<file path="config.mk">
export PLATFORM = sky130hd
export DESIGN_NAME = fifo_wr_arbiter
export DESIGN_NICKNAME = d
export VERILOG_FILES = /design/src/rtl/fifo_arb_pkg.sv /design/src/rtl/fifo_wr_arbiter_rr_pick.sv /design/src/rtl/fifo_wr_arbiter.sv
export SDC_FILE = /design/constraint.sdc
export NUM_CORES = 1
export LEC_CHECK = 0
export CAP_MARGIN = 20
export CORE_UTILIZATION = 36
export CTS_BUF_LIST = sky130_fd_sc_hd__clkbuf_4
export DETAILED_ROUTE_END_ITERATION = 12
export PLACE_DENSITY = 0.82
export REMOVE_ABC_BUFFERS = 1
export SYNTH_ARGS = -nofsm -noshare
export SYNTH_HDL_FRONTEND = slang
export SYNTH_HIERARCHICAL = 1
export SYNTH_SLANG_ARGS = --single-unit
</file>
<file path="constraint.sdc">
create_clock -name clk -period 3.5 [get_ports clk]
set_input_delay 0.525 -clock clk [delete_from_list [all_inputs] [get_ports clk]]
set_output_delay 0.525 -clock clk [all_outputs]
set_load 0.01 [all_outputs]
</file>
<file path="src/rtl/fifo_arb_pkg.sv">
// Shared definitions for the fifo_sync write-port arbiter.
//   arb_state_e : arbiter FSM state (ARB = open for round-robin, HOLD = burst owner locked)
//   STAT_W      : width of each per-requester beat counter
//   idw()       : index width for a requester count (at least 1 bit)
//   wrap_inc()  : increment an index modulo n (works for non-power-of-2 n)
package fifo_arb_pkg;

  typedef enum logic {
    ARB  = 1'b0,
    HOLD = 1'b1
  } arb_state_e;

  localparam int STAT_W = 16;

  function automatic int idw(input int n);
    return (n > 2) ? $clog2(n) : 1;
  endfunction

  function automatic int wrap_inc(input int idx, input int n);
    return (idx + 1 >= n) ? 0 : idx + 1;
  endfunction

endpackage

</file>
<file path="src/rtl/fifo_wr_arbiter_rr_pick.sv">
// rr_pick: combinational round-robin selector.
// Finds the first asserted bit of valid at or after rr_ptr, wrapping modulo N_REQ.
// Ports:
//   valid  in  N_REQ  request vector
//   rr_ptr in  IDW    starting index (always < N_REQ)
//   sel    out IDW    chosen index (0 when nothing found)
//   found  out 1      some request was valid
module rr_pick
  import fifo_arb_pkg::*;
#(
  parameter int N_REQ = 4,
  parameter int IDW   = idw(N_REQ)
) (
  input  logic [N_REQ-1:0] valid,
  input  logic [IDW-1:0]   rr_ptr,
  output logic [IDW-1:0]   sel,
  output logic             found
);

  logic [IDW-1:0]   cand_idx [N_REQ];
  logic [N_REQ-1:0] cand_valid;

  // Candidate gi is the requester gi positions after rr_ptr. The sum is one bit
  // wider so a single conditional subtract handles wrap for any N_REQ.
  generate
    for (genvar gi = 0; gi < N_REQ; gi++) begin : g_cand
      logic [IDW:0] sum;
      assign sum            = {1'b0, rr_ptr} + (IDW+1)'(gi);
      assign cand_idx[gi]   = (sum >= (IDW+1)'(N_REQ)) ? IDW'(sum - (IDW+1)'(N_REQ))
                                                       : sum[IDW-1:0];
      assign cand_valid[gi] = valid[cand_idx[gi]];
    end
  endgenerate

  // Scan from the far end so the candidate closest to rr_ptr wins.
  always_comb begin
    sel   = '0;
    found = 1'b0;
    for (int k = N_REQ - 1; k >= 0; k--) begin
      if (cand_valid[k]) begin
        sel   = cand_idx[k];
        found = 1'b1;
      end
    end
  end

endmodule

</file>
<file path="src/rtl/fifo_wr_arbiter.sv">
// fifo_wr_arbiter: round-robin arbiter sharing one fifo_sync write port among
// N_REQ valid/ready producers, with bursts that keep the grant until the last
// beat or MAX_BURST beats.
// Optional feature: define FIFO_ARB_STATS_EN to add saturating per-requester
// accepted-beat counters on beat_cnt.
// Ports:
//   clk, rst      clock, synchronous active-high reset
//   req_valid     per-requester beat present
//   req_data      packed beats, requester i at [i*DW +: DW]
//   req_last      per-requester last-beat flag
//   req_ready     one-hot or zero; combinational
//   fifo_full     fifo_sync full flag
//   fifo_write    fifo_sync write strobe (= any valid&ready)
//   fifo_data_in  selected beat, 0 when not writing
//   grant_id      current/last owner index (registered)
//   busy          1 while a burst holds the grant (registered)
//   beat_cnt      [FIFO_ARB_STATS_EN] N_REQ x 16-bit accepted-beat counters
module fifo_wr_arbiter
  import fifo_arb_pkg::*;
#(
  parameter  int N_REQ     = 4,
  parameter  int DW        = 16,
  parameter  int MAX_BURST = 4,
  localparam int IDW       = idw(N_REQ)
) (
  input  logic                clk,
  input  logic                rst,
  input  logic [N_REQ-1:0]    req_valid,
  input  logic [N_REQ*DW-1:0] req_data,
  input  logic [N_REQ-1:0]    req_last,
  output logic [N_REQ-1:0]    req_ready,
  input  logic                fifo_full,
  output logic                fifo_write,
  output logic [DW-1:0]       fifo_data_in,
  output logic [IDW-1:0]      grant_id,
  output logic                busy
`ifdef FIFO_ARB_STATS_EN
  ,
  output logic [N_REQ*STAT_W-1:0] beat_cnt
`endif
);

  arb_state_e     state_reg;
  logic [IDW-1:0] rr_ptr_reg;
  logic [IDW-1:0] grant_id_reg;
  logic [7:0]     burst_cnt_reg;
  logic           busy_reg;

  logic [IDW-1:0]   pick_sel;
  logic             pick_found;
  logic [IDW-1:0]   sel_idx;
  logic [N_REQ-1:0] ready_vec;
  logic             accept;
  logic             burst_end;
  logic [IDW-1:0]   rr_ptr_next;

  rr_pick #(
    .N_REQ (N_REQ),
    .IDW   (IDW)
  ) u_rr_pick (
    .valid  (req_valid),
    .rr_ptr (rr_ptr_reg),
    .sel    (pick_sel),
    .found  (pick_found)
  );

  // Ready is raised only toward a requester whose beat will be taken this
  // cycle, so req_ready doubles as the accept vector.
  always_comb begin
    ready_vec = '0;
    sel_idx   = (state_reg == HOLD) ? grant_id_reg : pick_sel;
    if (!rst && !fifo_full) begin
      if (state_reg == ARB) begin
        if (pick_found) ready_vec[pick_sel] = 1'b1;
      end else if (req_valid[grant_id_reg]) begin
        ready_vec[grant_id_reg] = 1'b1;
      end
    end
  end

  assign accept       = |(req_valid & ready_vec);
  assign req_ready    = ready_vec;
  assign fifo_write   = accept;
  assign fifo_data_in = accept ? req_data[sel_idx*DW +: DW] : '0;
  assign grant_id     = grant_id_reg;
  assign busy         = busy_reg;

  // The first beat of a burst is taken in ARB, so in ARB only MAX_BURST==1 ends it.
  assign burst_end   = req_last[sel_idx] ||
                       ((state_reg == ARB) ? (MAX_BURST == 1)
                                           : (({1'b0, burst_cnt_reg} + 9'd1) == 9'(MAX_BURST)));
  assign rr_ptr_next = IDW'(wrap_inc(int'(sel_idx), N_REQ));

  always_ff @(posedge clk) begin
    if (rst) begin
      state_reg     <= ARB;
      rr_ptr_reg    <= '0;
      grant_id_reg  <= '0;
      burst_cnt_reg <= '0;
      busy_reg      <= 1'b0;
    end else if (accept) begin
      grant_id_reg <= sel_idx;
      if (burst_end) begin
        state_reg     <= ARB;
        busy_reg      <= 1'b0;
        burst_cnt_reg <= '0;
        rr_ptr_reg    <= rr_ptr_next;
      end else begin
        state_reg     <= HOLD;
        busy_reg      <= 1'b1;
        burst_cnt_reg <= (state_reg == ARB) ? 8'd1 : burst_cnt_reg + 8'd1;
      end
    end
  end

`ifdef FIFO_ARB_STATS_EN
  generate
    for (genvar gi = 0; gi < N_REQ; gi++) begin : g_stat
      logic [STAT_W-1:0] stat_cnt_reg;
      always_ff @(posedge clk) begin
        if (rst) begin
          stat_cnt_reg <= '0;
        end else if (accept && (sel_idx == IDW'(gi)) && (stat_cnt_reg != '1)) begin
          stat_cnt_reg <= stat_cnt_reg + 1'b1;
        end
      end
      assign beat_cnt[gi*STAT_W +: STAT_W] = stat_cnt_reg;
    end
  endgenerate
`endif

endmodule

</file>
* After elaboration in Yosys (flattened, before gate mapping)
Index checks and enable logic that the tools add are counted.
Widths: inputs -> output; s select.
** Operators by class
- Multiplexer cells :: 39
- Bitwise operators :: 1
- Shift-type cells :: 1
- Equality and inequality tests :: 1
- Add/subtract/negate cells :: 10
- Reduce and logical (&&, ||, !) cells :: 8
- $lt $le $gt $ge :: 14
** Operators by type and width (count)
- $shiftx 64x7->16 :: 1
- $lt 2x3->1 const B :: 7
- $mux 2 :: 10
- $mux 16 :: 1
- $mux 4 :: 4
- $mux 8 :: 2
- $mux 1 :: 14
- $bmux 1 s2 :: 6
- $ge 3x3->1 const B :: 4
- $add 8x1->9 const B :: 1
- $eq 9x3->1 const B :: 1
- $add 8x1->8 const B :: 1
- $sub 2x1->2 const B :: 4
- $add 2x1->3 const B :: 2
- $add 2x2->3 const B :: 2
- $and 4x4->4 :: 1
- $demux 1 s2 :: 2
- $ge 2x1->1 const B :: 2
- $reduce_or 4->1 :: 1
- $ge 2x3->1 const B :: 1
- $logic_and 1x1->1 :: 3
- $logic_not 1->1 :: 2
- $reduce_and 2->1 :: 1
- $logic_or 1x1->1 :: 1
** Word-level totals
- Logic and storage cells :: 78
- Register bits after elaboration :: 13
- Output and inout port bits :: 24

* Longest topological paths before layout
- Word-level depth :: 19
- Gate-level depth with buffers :: 11

* Cells and area by module
Netlist, hierarchy kept.
** By module, submodules not included
- fifo_wr_arbiter :: area each 1457.6 µm², instances 1, seq. area each 260.2 µm², cells each 157
- rr_pick :: area each 77.6 µm², instances 1, seq. area each 0.0 µm², cells each 13

* Worst setup path before layout
Ideal clock, no wire load.
- Kind :: input to output
- From :: input port req_valid[3]
- To :: output port fifo_data_in[10]
- Setup slack :: 0.700 ns
- Arrival time :: 2.275 ns
- Cell stages on the path :: 9
- Data required time :: 2.975 ns
- Cells stage by stage :: mux2i_1 > a211oi_2 > nand4bb_1 > a2111o_1 > o211a_1 > buf_6 > clkinv_2 > buf_2 > and2_1
** Between the ends
- Word-level cells in the longest chain between the ends :: 16
- Elaborated cells on any way between the ends :: 32
- Classes of those cells :: 2 x order compare; 1 x shift; 26 x mux; 1 x bitwise; 2 x reduce/logical
** Ends and longest elaborated chain
- from (decl) :: RTL line fifo_wr_arbiter.sv:28 : input logic [N_REQ-1:0] req_valid,
- $bmux 1 s2 :: RTL line fifo_wr_arbiter_rr_pick.sv:31 : assign cand_valid[gi] = valid[cand_idx[gi]];
- $mux 1 (not written as such) :: RTL line fifo_wr_arbiter_rr_pick.sv:31
- $mux 2 (3 in series) :: RTL line fifo_wr_arbiter_rr_pick.sv:40 : if (cand_valid[k]) begin
- $mux 2 (*) :: RTL line fifo_wr_arbiter_rr_pick.sv:40
- named net pick_sel[0] :: RTL line fifo_wr_arbiter.sv:49 : logic [IDW-1:0] pick_sel;
- $lt 2x3->1 (not written as such) / $ge 2x1->1 (equally long branches) :: RTL line fifo_wr_arbiter.sv:74 : if (pick_found) ready_vec[pick_sel] = 1'b1;
- $logic_and 1x1->1 (not written as such) :: RTL line fifo_wr_arbiter.sv:74
- $mux 1 (not written as such) :: RTL line fifo_wr_arbiter.sv:74
- $demux 1 s2 (*) :: RTL line fifo_wr_arbiter.sv:74
- $mux 4 (*) :: RTL line fifo_wr_arbiter.sv:74
- $mux 4 (*) :: RTL line fifo_wr_arbiter.sv:73 : if (state_reg == ARB) begin
- $mux 4 (*) :: RTL line fifo_wr_arbiter.sv:72 : if (!rst && !fifo_full) begin
- $and 4x4->4 (*) :: RTL line fifo_wr_arbiter.sv:81 : assign accept = |(req_valid & ready_vec);
- $reduce_or 4->1 (*) :: RTL line fifo_wr_arbiter.sv:81
- named net fifo_write :: RTL line fifo_wr_arbiter.sv:33 : output logic fifo_write,
- $mux 16 (*) :: RTL line fifo_wr_arbiter.sv:84 : assign fifo_data_in = accept ? req_data[sel_idx*DW +: DW] : '0;
- to (decl) :: RTL line fifo_wr_arbiter.sv:34 : output logic [DW-1:0] fifo_data_in,
The timed path passes the listed nets; every way through them passes the cells marked *. The select of a mux whose other input is x is not followed.

* Worst setup path after layout
- From :: input port req_valid[2]
- To :: output port fifo_data_in[8]
** Between the ends
- Word-level cells in the longest chain between the ends :: 16
- Elaborated cells on any way between the ends :: 32
- Classes of those cells :: 2 x order compare; 1 x shift; 26 x mux; 1 x bitwise; 2 x reduce/logical
** Ends and longest elaborated chain (RTL line)
- $bmux 1 s2 :: fifo_wr_arbiter_rr_pick.sv:31
- $mux 1 (not written as such) :: fifo_wr_arbiter_rr_pick.sv:31
- $mux 2 (3 in series) :: fifo_wr_arbiter_rr_pick.sv:40
- $mux 2 (*) :: fifo_wr_arbiter_rr_pick.sv:40
- named net pick_sel[0] :: fifo_wr_arbiter.sv:49
- $lt 2x3->1 (not written as such) / $ge 2x1->1 (equally long branches) :: fifo_wr_arbiter.sv:74
- $logic_and 1x1->1 (not written as such) :: fifo_wr_arbiter.sv:74
- $mux 1 (not written as such) :: fifo_wr_arbiter.sv:74
- $demux 1 s2 :: fifo_wr_arbiter.sv:74
- $mux 4 :: fifo_wr_arbiter.sv:74
- $mux 4 :: fifo_wr_arbiter.sv:73
- $mux 4 :: fifo_wr_arbiter.sv:72
- $and 4x4->4 :: fifo_wr_arbiter.sv:81
- $reduce_or 4->1 :: fifo_wr_arbiter.sv:81
- $mux 16 (*) :: fifo_wr_arbiter.sv:84
Marks and branches as above.

==> load_flow_metrics.sql <==
INSERT INTO impl_metrics (metric_group, metric, value, unit) VALUES
('cts', 'insertion_delay', '270', 'ps'),
('cells_and_area', 'largest_register_ffs', '8', ''),
('setup_path', 'r2r.worst_path.cells', '10', ''),
('cells_and_area', 'n_antenna_cell', '0', ''),
('global_route', 'grtUsageTotal', '23.00', '%'),
('setup_path', 'cp.depth', '10', ''),
('setup_path', 'cp.buffers_inverters', '4', ''),
('cells_and_area', 'most_frequent_standard_cell_in_the_layout_excluding_fill_and_tap_cells', 'clkdlybuf4s50_1', ''),
('synth', 'area_of_the_mapped_netlist', '1535', 'µm²'),
('setup_path', 'setup.worst_path.start_class', 'input port', ''),
('status', 'outcome', 'completed', ''),
('sta', 'slew_at_the_pin_closest_to_its_max_slew_limit', '676.5', 'ps'),
('synth', 'synth_warnings', '6', ''),
('global_route', 'use_met1', '27.45', '%'),
('sta', 'timing_hold_violations_final', '0', ''),
('floorplanning', 'num_rows', '23', ''),
('cells_and_area', 'fillerInstances', '334', ''),
('setup_path', 'timing.critical_path.arrival', '2890', 'ps'),
('setup_path', 'timing_worst_setup_path_type', 'input port to output port', ''),
('power_and_ir_drop', 'power_per_cell_area', '229.1', 'nW/µm²'),
('placed_design', 'port-buffer-count', '98', ''),
('synth', 'synth_cells', '170', ''),
('route', 'drt_iter0_markers', '102', ''),
('route', 'antenna_left', '0', ''),
('global_route', 'grt_start_max_net_pins', '18', ''),
('setup_path', 'cp_slowest_cell', 'clkdlybuf4s50_1', ''),
('floorplanning', 'floorplan.core_area', '4058', 'µm²'),
('synth', 'yosysUniqueCellTypes', '52', ''),
('cts', 'numCtsBuffers', '3', ''),
('synth', 'synth_area_per_cell', '9.031', 'µm²'),
('cts', 'clockBufferDepth', '2', ''),
('cts', 'cts_tree', 'built', ''),
('route', 'routed_wl', '4947', 'µm'),
('route', 'remaining_drc_errors', '0', ''),
('global_route', 'vias_in_the_first_global_route', '1748', ''),
('cells_and_area', 'multi_input_area', '1196', 'µm²'),
('cells_and_area', 'postLayoutCellArea', '2718', 'µm²'),
('cells_and_area', 'area.sequential', '260.3', 'µm²'),
('setup_path', 'max_stage_delay', '500', 'ps'),
('floorplanning', 'chipHeight', '67.31', 'µm'),
('sta', 'timing_max_transition_violations_final', '0', ''),
('floorplanning', 'fp.dieW', '67.31', 'µm'),
('min_path', 'holdPathStages', '2', ''),
('min_path', 'holdCritPathClass', 'flop to flop', ''),
('cts', 'cts_hold_buffers', '0', ''),
('synth', 'synth-seq-cells', '13', ''),
('setup_path', 'critPathRequiredTime', '2970', 'ps'),
('cts', 'cts_root_buf', 'clkbuf_4', ''),
('power_and_ir_drop', 'irDropWorstVdd', '0.0002355', 'V'),
('setup_path', 'path_cells', 'clkdlybuf4s50_1 -> nand2b_1 -> a21oi_1 -> a211oi_2 -> buf_12 -> mux2i_4 -> buf_12 -> mux4_2 -> and2_1 -> dlygate4sd2_1', ''),
('global_route', 'grtUsageMet2', '42.50', '%'),
('sta', 'setup-violations-final', '0', ''),
('sta', 'setup_repair_after_global_routing_missed_its_margin', 'false', ''),
('sta', 'worst_clock_skew', '3.364', 'ps'),
('floorplanning', 'starting_density', '37.84', '%'),
('sta', 'fin_crit', '3416', 'ps'),
('floorplanning', 'die-area', '4530', 'µm²'),
('global_route', 'grt-ovfl-total', '0', ''),
('cells_and_area', 'most-common-layout-cells', 'clkdlybuf4s50_1 (81), buf_4 (15), mux2i_1 (14), and2_1 (14), dlygate4sd2_1 (14)', ''),
('sta', 'max_freq', '292.8', 'MHz'),
('route', 'route.detailed.vias_per_inst', '5.404', ''),
('cells_and_area', 'share_of_cells_above_drive_strength_1', '17.92', '%'),
('placed_design', 'detailedPlacementHpwl', '4062', 'µm'),
('synth', 'synth_enable_flop_cells', '0', ''),
('route', 'detailroute.via_count', '1778', ''),
('global_route', 'grt_most_used_layer', 'met2', ''),
('job', 'drv.max_cap_violation_count', '0', ''),
('global_route', 'wire_length_of_the_first_global_routing_pass', '8045', 'µm'),
('cells_and_area', 'post_layout_net_count', '356', ''),
('setup_path', 'biggest_fanout_along_the_worst_timing_path', '9', ''),
('setup_path', 'cpMostUsedCell', 'buf_12', '');
[logic make-up (layout without fill, tap and decap cells)]
| kind of cell | count (synthesis) | count (layout) | share of synthesized area (%) |
|---|---|---|---|
| flip-flops | 13 | 13 | 16.95 |
| AO/OA/AOI/OAI | 40 | 40 | 19.40 |
| AND/OR/NAND/NOR | 68 | 68 | 25.10 |
| adder cells (fa/ha/maj) | 1 | 1 | 0.8149 |
| multiplexers | 30 | 30 | 31.05 |
| XOR/XNOR | 1 | 1 | 0.5706 |
| buffers and inverters | 17 | 126 | 6.111 |
[cell usage after synthesis, types with 4 or more instances]
master,number
mux2i_1,15
a21oi_1,10
buf_2,5
dfxtp_1,13
nand3_1,6
nor2_1,12
nand2_1,11
and2_1,14
inv_1,4
nor3_1,5
mux4_2,13
[metal layers]
layer / vias up / share of wire, % / routed length [µm]
met1: 832 / 41 / 2026
met2: 58 / 52 / 2577
met3: 12 / 4.8 / 239
met4: 0 / 2.1 / 104
li1: 876 / - / -
met5: - / 0 / 0
[what timing repair did]
action / in CTS / in global routing
buffers inserted: 0 / 1
setup endpoints to repair: 17 / 16
pin swaps: 2 / 0
resized for setup: 18 / 6
[final timing paths]
kind / from / endpoint / slack, ps
setup / recovery: req_valid[2] / fifo_data_in[8] / 80
hold / removal: burst_cnt_reg[1] / burst_cnt_reg[1] / 500
setup reg to reg: rr_ptr_reg[1] / burst_cnt_reg[5] / 970
hold reg to reg: burst_cnt_reg[1] / burst_cnt_reg[1] / 500
[stage by stage]
step	setup TNS, ps	util [%]	setup WS [ps]	instances
after floorplan	0	-	548.2	158
final	0	66.98	84.34	329
after global routing	0	66.98	5.091	329
after global placement	-1495	66.08	-136.3	324
after CTS	0	66.51	10.50	328
after detailed placement	-2877	66.08	-236.5	324
[area by class of cell]
class / count / share of cell area, %
Tap cell: 50 / 2.302
Clock buffer: 4 / 1.105
Multi-Input combinational cell: 140 / 44.01
Timing Repair Buffer: 117 / 42.13
Inverter: 5 / 0.8748
Sequential cell: 13 / 9.576
[where the power goes]
part	switching, mW	internal (mW)
combinational	0.130	0.226
sequential	0.0145	0.153
clock	0.0475	0.0519
[worst reg2reg max path, stage by stage, from the launching register on]
cell and delay (ps):
dfxtp_1 470, nand2b_1 140, a21oi_1 80, a211oi_2 330, nand4bb_1 190, a2111o_1 420, o211a_1 160, clkinv_4 110
buf_4 170, o21ai_0 90, a32o_1 260
Power figures use the tool's default switching activity.
